**src/rtl/ad9280_sample_if.sv**
```systemverilog
// ad9280_sample_if: ADC pin, control and result signals of the AD9280 capture stage.
interface ad9280_sample_if;
   logic       adc_en;
   logic       ad9280_clk;
   logic [7:0] ad9280_din;
   logic [7:0] ad9280_data;
   logic       data_valid;
   logic       peak_clr;
   logic [7:0] peak_max;
   logic [7:0] peak_min;
   modport master (
      output adc_en, ad9280_din, peak_clr,
      input  ad9280_clk, ad9280_data, data_valid, peak_max, peak_min
   );
   modport slave (
      input  adc_en, ad9280_din, peak_clr,
      output ad9280_clk, ad9280_data, data_valid, peak_max, peak_min
   );
endinterface

```
**src/rtl/ad9280_sample.sv**
```systemverilog
// ad9280_sample: AD9280 sample clock generation, capture, power-of-two averaging
// and running peak tracking.
module ad9280_sample #(
   parameter int CLK_FRE  = 50,
   parameter int ADC_DIV  = 2,
   parameter int AVG_LOG2 = 2
) (
   input logic            clk,
   input logic            rst,
   ad9280_sample_if.slave bus
);
   localparam int DW = ADC_DIV > 1 ? $clog2(ADC_DIV) : 1;
   localparam int SW = AVG_LOG2 > 0 ? AVG_LOG2 : 1;
   localparam int AW = 8 + AVG_LOG2;
   typedef enum logic {IDLE, RUN} state_t;
   state_t        r_state, w_nxt;
   logic [DW-1:0] r_div_cnt;
   logic [SW-1:0] r_smp_cnt;
   logic [AW-1:0] r_acc, w_sum;
   logic [7:0]    r_cap, r_data, r_pmax, r_pmin, w_avg;
   logic          r_adc_clk, r_cap_vld, r_valid, w_run, w_div_end, w_strobe, w_last;

   if (CLK_FRE < 1 || ADC_DIV < 1 || AVG_LOG2 < 0 || AVG_LOG2 > 8) begin : g_bad_param
      $error("ad9280_sample: illegal parameter value");
   end

   always_comb begin
      w_nxt     = bus.adc_en ? RUN : IDLE;
      w_run     = r_state == RUN && bus.adc_en;
      w_div_end = r_div_cnt == DW'(ADC_DIV - 1);
      // sample in the last high cycle, just before the ADC clock falls
      w_strobe  = w_run && w_div_end && r_adc_clk;
      w_last    = r_smp_cnt == SW'((1 << AVG_LOG2) - 1);
      w_sum     = r_acc + AW'(r_cap);
      w_avg     = 8'(w_sum >> AVG_LOG2);
   end

   always_ff @(posedge clk or posedge rst) begin
      if (rst) begin
         r_state   <= IDLE;
         r_div_cnt <= '0;
         r_adc_clk <= 1'b0;
         r_cap     <= '0;
         r_cap_vld <= 1'b0;
         r_acc     <= '0;
         r_smp_cnt <= '0;
         r_data    <= '0;
         r_valid   <= 1'b0;
         r_pmax    <= 8'h00;
         r_pmin    <= 8'hFF;
      end else begin
         r_state   <= w_nxt;
         r_div_cnt <= w_run && !w_div_end ? r_div_cnt + DW'(1) : '0;
         r_adc_clk <= w_run && (r_adc_clk ^ w_div_end);
         r_cap_vld <= w_strobe;
         if (w_strobe) r_cap <= bus.ad9280_din;
         // a completing sample still publishes even when adc_en drops in the same cycle
         r_valid   <= r_cap_vld && w_last;
         if (r_cap_vld && w_last) r_data <= w_avg;
         r_acc     <= !w_run || (r_cap_vld && w_last) ? '0 : r_cap_vld ? w_sum : r_acc;
         r_smp_cnt <= !w_run || (r_cap_vld && w_last) ? '0 : r_cap_vld ? r_smp_cnt + SW'(1) : r_smp_cnt;
         if (bus.peak_clr) begin
            r_pmax <= r_cap_vld ? r_cap : 8'h00;
            r_pmin <= r_cap_vld ? r_cap : 8'hFF;
         end else if (r_cap_vld) begin
            if (r_cap > r_pmax) r_pmax <= r_cap;
            if (r_cap < r_pmin) r_pmin <= r_cap;
         end
      end
   end

   assign bus.ad9280_clk  = r_adc_clk;
   assign bus.ad9280_data = r_data;
   assign bus.data_valid  = r_valid;
   assign bus.peak_max    = r_pmax;
   assign bus.peak_min    = r_pmin;
endmodule

```
**src/flat_wrapper.sv**
```systemverilog
// flat-port wrapper written by rule: the top's interface ports become plain ports
module ad9280_sample_flat 
#(
   parameter int CLK_FRE  = 50,
   parameter int ADC_DIV  = 2,
   parameter int AVG_LOG2 = 2
)
  (clk, rst, bus_adc_en, bus_ad9280_din, bus_peak_clr, bus_ad9280_clk, bus_ad9280_data, bus_data_valid, bus_peak_max, bus_peak_min);
  ad9280_sample_if bus_i ();
  input logic clk;
  input logic rst;
  input wire logic [$bits(bus_i.adc_en)-1:0] bus_adc_en;
  input wire logic [$bits(bus_i.ad9280_din)-1:0] bus_ad9280_din;
  input wire logic [$bits(bus_i.peak_clr)-1:0] bus_peak_clr;
  output wire logic [$bits(bus_i.ad9280_clk)-1:0] bus_ad9280_clk;
  output wire logic [$bits(bus_i.ad9280_data)-1:0] bus_ad9280_data;
  output wire logic [$bits(bus_i.data_valid)-1:0] bus_data_valid;
  output wire logic [$bits(bus_i.peak_max)-1:0] bus_peak_max;
  output wire logic [$bits(bus_i.peak_min)-1:0] bus_peak_min;
  assign bus_i.adc_en = bus_adc_en;
  assign bus_i.ad9280_din = bus_ad9280_din;
  assign bus_i.peak_clr = bus_peak_clr;
  assign bus_ad9280_clk = bus_i.ad9280_clk;
  assign bus_ad9280_data = bus_i.ad9280_data;
  assign bus_data_valid = bus_i.data_valid;
  assign bus_peak_max = bus_i.peak_max;
  assign bus_peak_min = bus_i.peak_min;
  ad9280_sample #(.CLK_FRE(CLK_FRE), .ADC_DIV(ADC_DIV), .AVG_LOG2(AVG_LOG2)) u_core (.clk(clk), .rst(rst), .bus(bus_i));
endmodule
```
**config.mk**
```make
export PLATFORM = sky130hd
export DESIGN_NAME = ad9280_sample_flat
export DESIGN_NICKNAME = d
export VERILOG_FILES = /design/src/rtl/ad9280_sample_if.sv /design/src/rtl/ad9280_sample.sv /design/src/flat_wrapper.sv
export SDC_FILE = /design/constraint.sdc
export NUM_CORES = 1
export LEC_CHECK = 0
export ABC_AREA = 1
export BUFFER_PORTS_ARGS = -buffer_cell sky130_fd_sc_hd__buf_2
export CORE_ASPECT_RATIO = 1.1
export CORE_MARGIN = 5
export CORE_UTILIZATION = 50
export DETAILED_ROUTE_END_ITERATION = 10
export GPL_ROUTABILITY_DRIVEN = 0
export PLACE_DENSITY = 0.71
export SLEW_MARGIN = 40
export SYNTH_ARGS = -nofsm -noshare
export SYNTH_HDL_FRONTEND = slang
export SYNTH_SLANG_ARGS = --single-unit
```
**constraint.sdc**
```tcl
create_clock -name clk -period 2 [get_ports clk]
set_clock_uncertainty 0.05 [all_clocks]
set_input_delay 0.6 -clock clk [delete_from_list [all_inputs] [get_ports clk]]
set_output_delay 0.6 -clock clk [all_outputs]
set_load 0.01 [all_outputs]
```
# ---- Yosys cells after proc, flatten, opt, wreduce, memory -nomap -nowiden
# Cells that the tools add are included.
# W data, S select, Z words.
dict set report totals {
  mem_bits_rw 0
  n_memories 0
  mem_bits_ro 0
  wordCells 47
  ff_bits 49
  latchBits 0
}
dict set report classes {
  addsub 3
  n_bitwise 1
  n_reduce_logical 15
  shifts 0
  muxes 14
  n_eq_ne 1
  div_mod_pow 0
  n_mul 0
  magnitude_cmp 2
}
# cell count
set op_table {}
lappend op_table {{$mux W8} 8}
lappend op_table {{$mux W10} 2}
lappend op_table {{$add A10 B8 Y10} 1}
lappend op_table {{$gt A8 B8 Y1} 1}
lappend op_table {{$lt A8 B8 Y1} 1}
lappend op_table {{$reduce_bool A2 Y1} 4}
lappend op_table {{$logic_and A1 B1 Y1} 6}
lappend op_table {{$mux W2} 2}
lappend op_table {{$reduce_and A2 Y1} 2}
lappend op_table {{$add A2 B1 Y2 const B} 1}
lappend op_table {{$eq A2 B2 Y1 const B} 1}
lappend op_table {{$logic_not A1 Y1} 2}
lappend op_table {{$mux W1} 2}
lappend op_table {{$add A1 B1 Y1 const B} 1}
lappend op_table {{$logic_or A1 B1 Y1} 1}
lappend op_table {{$xor A1 B1 Y1} 1}

# ---- Depth between registers and ports, before layout
# Gate-level depths: netlist of the first run.
dict set report depth {
  word_depth 4
  ltp_mapped 12
  depth_no_buf 12
}

# ---- Least setup slack after synthesis of the first run
# Ideal clock, no wire load.
dict set report synth_timing {
  path_kind {reg2reg}
  start {register u_core.r_cap[0]}
  end {register u_core.r_data[4], in the netlist u_core.bus.ad9280_data[4]}
  t_required_ns 1.833
  path_stages_with_launch 8
  setup_time_ns 0.117
  arrival_ns 1.589
  setup_slack_ns 0.244
  n_path_buf 0
  period_less_slack_ns 1.756
  path_cell_list {dfrtp_1 -> ha_1 -> fa_1 -> nand4_1 -> nand3_1 -> or2_2 -> nand3_1 -> nand2_1}
}
dict set report synth_between {
  elab_chain_cells 1
}
# item line
set synth_lines {}
lappend synth_lines {{start: declaration} ad9280_sample.sv:20} ;# logic [7:0] r_cap, r_data, r_pmax, r_pmin, w_avg;
lappend synth_lines {{start signal: assignment} ad9280_sample.sv:56} ;# if (w_strobe) r_cap <= bus.ad9280_din;
lappend synth_lines {{$add A10 B8 Y10} ad9280_sample.sv:34} ;# w_sum = r_acc + AW'(r_cap);
lappend synth_lines {{end signal: assignment} ad9280_sample.sv:59} ;# if (r_cap_vld && w_last) r_data <= w_avg;
lappend synth_lines {{end: declaration} ad9280_sample.sv:20}
# Every way passes these cells.
# A chain may end at the register's enable or synchronous reset.

# ---- Worst setup path in the final report of the first run
# Same ends and word-level chain as after synthesis.

==> results of run 1 <==
layout by cell type (no fill, tap or decap), drive strengths merged, types with 9 or more instances in the layout:
| cell | instances |
|---|---|
| nand2 | 135 |
| inv | 43 |
| buf | 43 |
| dfrtp | 41 |
| nand3 | 35 |
| ha | 24 |
| nor2 | 14 |
| o21ai | 13 |
| a21oi | 9 |
worst register-to-register path: cells and delay by family, from the launching register on:
kind                       cells  cell delay (ps)
adders and majority gates      2              630
DFF                            1              410
and+or+nand+nor                5              610
per-stage QoR:
step	utilization	worst slack, ps	instance area, um2	instances	hold WS, ps
finish	0.589	193	3180	470	198
global route	0.589	46.0	3180	470	227
CTS	0.586	125	3160	470	203
detailed placement	0.570	152	3070	462	392
global placement	0.570	159	3070	462	394
floorplan	-	190	2770	349	376
routing by layer:
metal	vias up	GRT usage
li1	1204	-
met1	1083	0.255
met2	50	0.316
met3	7	0.0340
met4	0	0.0614
met5	-	0
flip-flops by register name, summed over array words and instances (netlist names):
name                    flops
u_core.r_smp_cnt            2
u_core.r_cap                8
u_core.bus.ad9280_clk       1
u_core.bus.ad9280_data      8
u_core.bus.peak_min         8
u_core.bus.data_valid       1
u_core.r_cap_vld            1
u_core.r_state              1
u_core.r_div_cnt            1
u_core.bus.peak_max         8
u_core.r_acc               10
report_power, final:
part	total [mW]	leakage, nW	internal (mW)	switching (mW)
Sequential	1.26	0.618	1.15	0.106
Clock	0.599	0.0455	0.282	0.317
Combinational	0.738	1.16	0.295	0.443
Total	2.60	1.82	1.73	0.867
worst min path at each step:
stage / from / end / slack, ps / cells after the start
6_report: rst / u_core.bus.peak_max[3] / 200 / 2
5_1_grt: rst / u_core.bus.peak_max[3] / 230 / 2
4_1_cts: rst / u_core.bus.peak_max[3] / 200 / 2
3_5_place_dp: u_core.r_div_cnt / u_core.r_div_cnt / 390 / 1
3_3_place_gp: u_core.r_div_cnt / u_core.r_div_cnt / 390 / 1
2_1_floorplan: u_core.r_div_cnt / u_core.r_div_cnt / 380 / 1
cells by family after synthesis:
family / Yosys count / synth area share
fa+ha+maj: 25 / 0.116
simple gates: 193 / 0.295
buf+inv: 49 / 0.0690
xor+xnor: 3 / 0.00948
flops: 49 / 0.446
compound gates: 30 / 0.0650
what timing repair did:
item | 4_1_cts | 5_1_grt
hold buffers | 0 | 0
setup endpoints to repair | 0 | 12
gates resized for setup | 0 | 4
setup buffers | 0 | 0
cell usage after synthesis:
library cell and count:
or2_1 1, nand4_1 4, a22o_1 5, nor3b_1 1, nand2_4 1, fa_1 1, nand2_2 4, buf_1 1
o21bai_1 1, a21oi_1 8, or2_2 2, nor2_1 13, dfstp_2 8, o21ai_0 13, nand3_1 34, nor2_2 1
clkinv_1 1, nand3b_1 1, inv_4 1, o21a_1 2, dfrtp_1 41, ha_1 24, buf_2 4, nand2_1 130
xor2_1 2, inv_1 40, a21oi_2 1, xnor2_1 1, inv_2 2, nand3_2 1
cell type report:
class | instances | area [um2] | area share
clock buffers | 8 | 90.1 | 0.0284
flip-flops and latches | 49 | 1240 | 0.389
well taps | 75 | 93.8 | 0.0296
repair buffers | 43 | 230 | 0.0725
inverters | 44 | 168 | 0.0528
multi-input cells | 251 | 1360 | 0.428
==> results.py, run 1 <==
metrics = {
    "routing": {
        "drc": 0,
        "vias": 2344,
        "postRouteAntennaNets": 0,
        "wl_met3_um": 298,
        "wire_per_inst_um": 12.8,
        "wirelength_mm": 6.04,
        "drtIter0Drc": 102,
        "firstDrtPassIters": 4,
        "routed_via_density": 4.99,
        "met1_length_mm": 2.80,
        "routed.top_layer": "met4",
        "met2_length_mm": 2.84,
    },
    "yosys": {
        "synthCells": 349,
        "ys_ff_latch": 49,
        "synth.cell_area_um2": 2770,
        "synth_cell_type_count": 30,
        "yosysTopAreaCellShare": 0.370,
        "avgSynthCellArea_um2": 7.94,
        "yosysWarnings": 0,
        "yosysSeqAreaShare": 0.446,
        "yosys.area.top_type": "dfrtp_1",
        "syn_nets": 386,
        "synth.area.top_cells": "dfrtp_1 (37%), nand2_1 (18%), ha_1 (11%)",
    },
    "layout": {
        "final.fill_count": 525,
        "num_antenna_cells": 0,
        "drive_above_1_share": 0.190,
        "fin_nets": 431,
        "areaGrowthSynthToFinish_pct": 14.5,
    },
    "critical_path": {
        "crit_slowest_cell": "dfrtp_1",
        "startpoint_type": "flip-flop",
        "setup.worst_path.end": "u_core.bus.ad9280_data[4]",
        "crit_fanout": 3,
        "crit_start": "u_core.r_cap[0]",
        "r2r_cells": 7,
        "crit_cells": 7,
        "timing.rr.start": "u_core.r_cap[0]",
        "regToRegSetupSlack_ps": 190,
        "cp.buffers_inverters": 0,
        "crit_arrival_ps": 1960,
        "worstPathCellList": "ha_1 > fa_2 > nand4_1 > nand3_1 > or2_2 > nand3_1 > nand2_1",
        "critPathCaptureType": "flip-flop",
        "required_ps": 2150,
        "path_common_cell": "nand3_1",
        "critPathTopFamily": "adder cells",
        "cpPeakStageDelay_ps": 410,
        "path_class": "flip-flop to flip-flop",
        "r2r-end": "u_core.bus.ad9280_data[4]",
    },
    "clock_network": {
        "cts_buffer_depth": 2,
        "clock_sinks": 49,
        "h-tree-depth": 2,
        "cts_tree": "done",
        "clockRootBuffer": "clkbuf_8",
        "clkTransAtPathRegs_ps": 80,
        "cts_made_buffers": 5,
        "clk_latency_ps": 300,
    },
    "global_routing": {
        "grt_max_degree": 20,
        "grt_usage": 0.191,
        "grt_pass1_wl_mm": 10.5,
        "grt_pass1_vias": 2299,
        "grt_overflow": 0,
        "antenna_found_initial": 0,
    },
    "place": {
        "hpwl_mm": 4.50,
        "port_buffers": 37,
    },
    "pwr": {
        "pwr_density_cell_nw_per_um2": 817,
        "power.total_mw": 2.60,
        "p_leak_nw": 1.82,
        "peakVddDrop_v": 0.000421,
    },
    "die": {
        "die_h_um": 88.1,
        "coreArea_um2": 5400,
        "io_pins": 38,
        "dieArea_um2": 7140,
        "die_w_um": 81,
        "start_util": 0.514,
        "num_rows": 28,
    },
    "timing": {
        "hold_viol": 0,
        "fin_crit_sh": 0.904,
        "tightest_slew_ps": 811,
        "fin_setup_tns_ps": 0,
        "slew_violations": 0,
        "setup_viol": 0,
        "max_freq_mhz": 553,
        "min_period_ps": 1810,
        "rsz0062_at_grt": "no",
        "slew_headroom": 0.457,
    },
    "run": {
        "maxCapViolations": 0,
    },
    "min_path": {
        "hold_path.class": "primary input to async pin",
    },
    "outcome": {
        "outcome": "finished clean",
    },
}
(Power assumes the default switching activity.)
==> run 2: changes to the inputs <==
--- a/config.mk
+++ b/config.mk
@@ -8,7 +8,7 @@
 export ABC_AREA = 1
 export BUFFER_PORTS_ARGS = -buffer_cell sky130_fd_sc_hd__buf_2
 export CORE_ASPECT_RATIO = 1.1
-export CORE_MARGIN = 5
+export CORE_MARGIN = 3
 export CORE_UTILIZATION = 50
 export DETAILED_ROUTE_END_ITERATION = 10
 export GPL_ROUTABILITY_DRIVEN = 0
==> run 2 against run 1 <==
- global-route usage grew 0.32 points
- sequential power is essentially flat
- combinational power shrank 1%
- clock power grew 22%
==> results.py, run 2 (synthesis results as in run 1) <==
metrics = {
    "critical_path": {
        "crit_fanout": 3,
        "crit_slowest_cell": "fa_1",
        "r2r_cells": 7,
        "path_class": "flip-flop to flip-flop",
        "crit_start": "u_core.r_cap[0]",
        "timing.rr.start": "u_core.r_cap[0]",
        "regToRegSetupSlack_ps": 140,
        "setup.worst_path.end": "u_core.r_acc[6]",
        "startpoint_type": "flip-flop",
        "required_ps": 2150,
        "worstPathCellList": "ha_1 > fa_1 > nand4_1 > nand3_1 > or2_2 > nand3_1 > nand2_1",
        "path_common_cell": "nand3_1",
        "critPathCaptureType": "flip-flop",
        "r2r-end": "u_core.r_acc[6]",
        "cpPeakStageDelay_ps": 430,
        "crit_arrival_ps": 2010,
    },
    "clock_network": {
        "h-tree-depth": 2,
        "clkTransAtPathRegs_ps": 90,
        "cts_tree": "done",
        "holdBufCountCts": 0,
        "clk_latency_ps": 300,
        "clock_sinks": 49,
        "cts_made_buffers": 5,
        "clockRootBuffer": "clkbuf_8",
        "cts_buffer_depth": 2,
    },
    "layout": {
        "largest_register_ff_count": 10,
        "areaGrowthSynthToFinish_pct": 15.0,
        "regMostFlops": "u_core.r_acc",
        "fin_nets": 429,
        "fin_cells": 465,
        "post-route-util": 0.617,
        "final_cell_mix": "nand2_1 (130), dfrtp_1 (41), inv_1 (39), buf_2 (37), nand3_1 (33)",
        "num_antenna_cells": 0,
        "layout_commonest_cell": "nand2_1",
        "drive_above_1_share": 0.181,
    },
    "routing": {
        "firstDrtPassIters": 4,
        "drc": 0,
        "drtIter0Drc": 130,
        "wirelength_mm": 5.78,
        "routed_via_density": 4.98,
        "postRouteAntennaNets": 0,
        "wire_per_inst_um": 12.4,
        "vias": 2318,
    },
    "pwr": {
        "clkPwrFrac": 0.270,
        "swShare": 0.316,
        "p_int_mw": 1.85,
        "p_leak_nw": 1.83,
        "combPwrFrac": 0.269,
        "p_sw_mw": 0.856,
        "pwr-share-seq": 0.461,
        "pwr_density_cell_nw_per_um2": 849,
        "peakVddDrop_v": 0.000465,
    },
    "timing": {
        "setup_viol": 0,
        "fin_ws_ps": 139,
        "max_freq_mhz": 537,
        "fin_setup_tns_ps": 0,
        "slew_violations": 0,
        "rsz0062_at_grt": "no",
        "slew_headroom": 0.457,
        "tightest_slew_ps": 811,
        "hold_viol": 0,
        "min_period_ps": 1860,
        "fin_crit_sh": 0.930,
    },
    "place": {
        "hpwl_mm": 4.25,
        "place_inst": 457,
        "post-place-ws_ps": 147,
        "port_buffers": 37,
    },
    "min_path": {
        "hold_path.class": "primary input to async pin",
    },
    "die": {
        "io_pins": 38,
        "dieArea_um2": 6480,
        "num_rows": 27,
        "die_w_um": 77,
        "start_util": 0.536,
        "coreArea_um2": 5170,
        "die_h_um": 84.1,
    },
    "global_routing": {
        "grt_pass1_vias": 2223,
        "grt_overflow": 0,
        "antenna_found_initial": 0,
        "grt_usage": 0.194,
        "grt_pass1_wl_mm": 10.2,
        "grt_max_degree": 50,
    },
    "run": {
        "maxCapViolations": 0,
    },
    "outcome": {
        "outcome": "finished clean",
    },
}
## run 2: cell count changes in the layout (fill, tap and decap cells not counted)
cell,delta
nand2_2,-1
buf_4,-3
buf_12,+1
clkbuf_1,-1
bufinv_16,+1
ha_2,-1
fa_1,+1
fa_2,-1
ha_1,+1
nand2_1,+1
## run 2: through the flow
step | hold slack (ps) | total power [mW] | area (um2)
2_1_floorplan | 376 | 1.77 | 2770
5_1_grt | 287 | 2.92 | 3190
6_report | 272 | 2.71 | 3190
4_1_cts | 282 | 2.74 | 3180
3_5_place_dp | 404 | 2.01 | 3070
3_3_place_gp | 395 | 1.98 | 3070
## run 2: cell type report
| cell class | count | area (um2) |
|---|---|---|
| clock buffers | 7 | 86.3 |
| flip-flops and latches | 49 | 1240 |
| repair buffers | 41 | 228 |
| fillers | 464 | 1980 |
| inverters | 44 | 168 |
| clock inverters | 1 | 30.0 |
| multi-input cells | 251 | 1350 |
| well taps | 72 | 90.1 |
## run 2: worst max-delay path: cells and delay by family, from the launching register on
family / cells / cell delay [ps]
adders and majority gates: 2 / 680
and+or+nand+nor: 5 / 620
DFF: 1 / 420
## run 2: power by group through the flow
stage / registers [mW] / logic [mW] / clock network [mW]
after floorplan: 1.29 / 0.481 / 0
after global placement: 1.26 / 0.711 / 0
after detailed placement: 1.27 / 0.734 / 0
after CTS: 1.25 / 0.737 / 0.754
after global routing: 1.27 / 0.854 / 0.797
final: 1.25 / 0.727 / 0.730
## run 2: metal layers
layer  part of all wire  GRT usage  up-vias  wire [um]
met2               0.46      0.323       48       2680
met1               0.48      0.253     1061       2750
met3              0.040     0.0389       11        233
met4              0.020     0.0696        0        118
met5                  0          0        -          0
li1                   -          -     1198          -
## run 2: how the worst min path moves through the flow
stage / end / slack, ps / cells after the start
floorplan: u_core.r_div_cnt / 380 / 1
global placement: u_core.r_div_cnt / 390 / 1
detailed placement: u_core.r_div_cnt / 400 / 1
CTS: u_core.r_state / 280 / 3
global route: u_core.r_cap[5] / 290 / 3
finish: u_core.r_cap[5] / 270 / 3
## run 2: timing repair
| item | in CTS | in global routing |
|---|---|---|
| gates resized for setup | 0 | 1 |
| setup buffers | 0 | 0 |
| endpoints found under the setup margin | 0 | 8 |
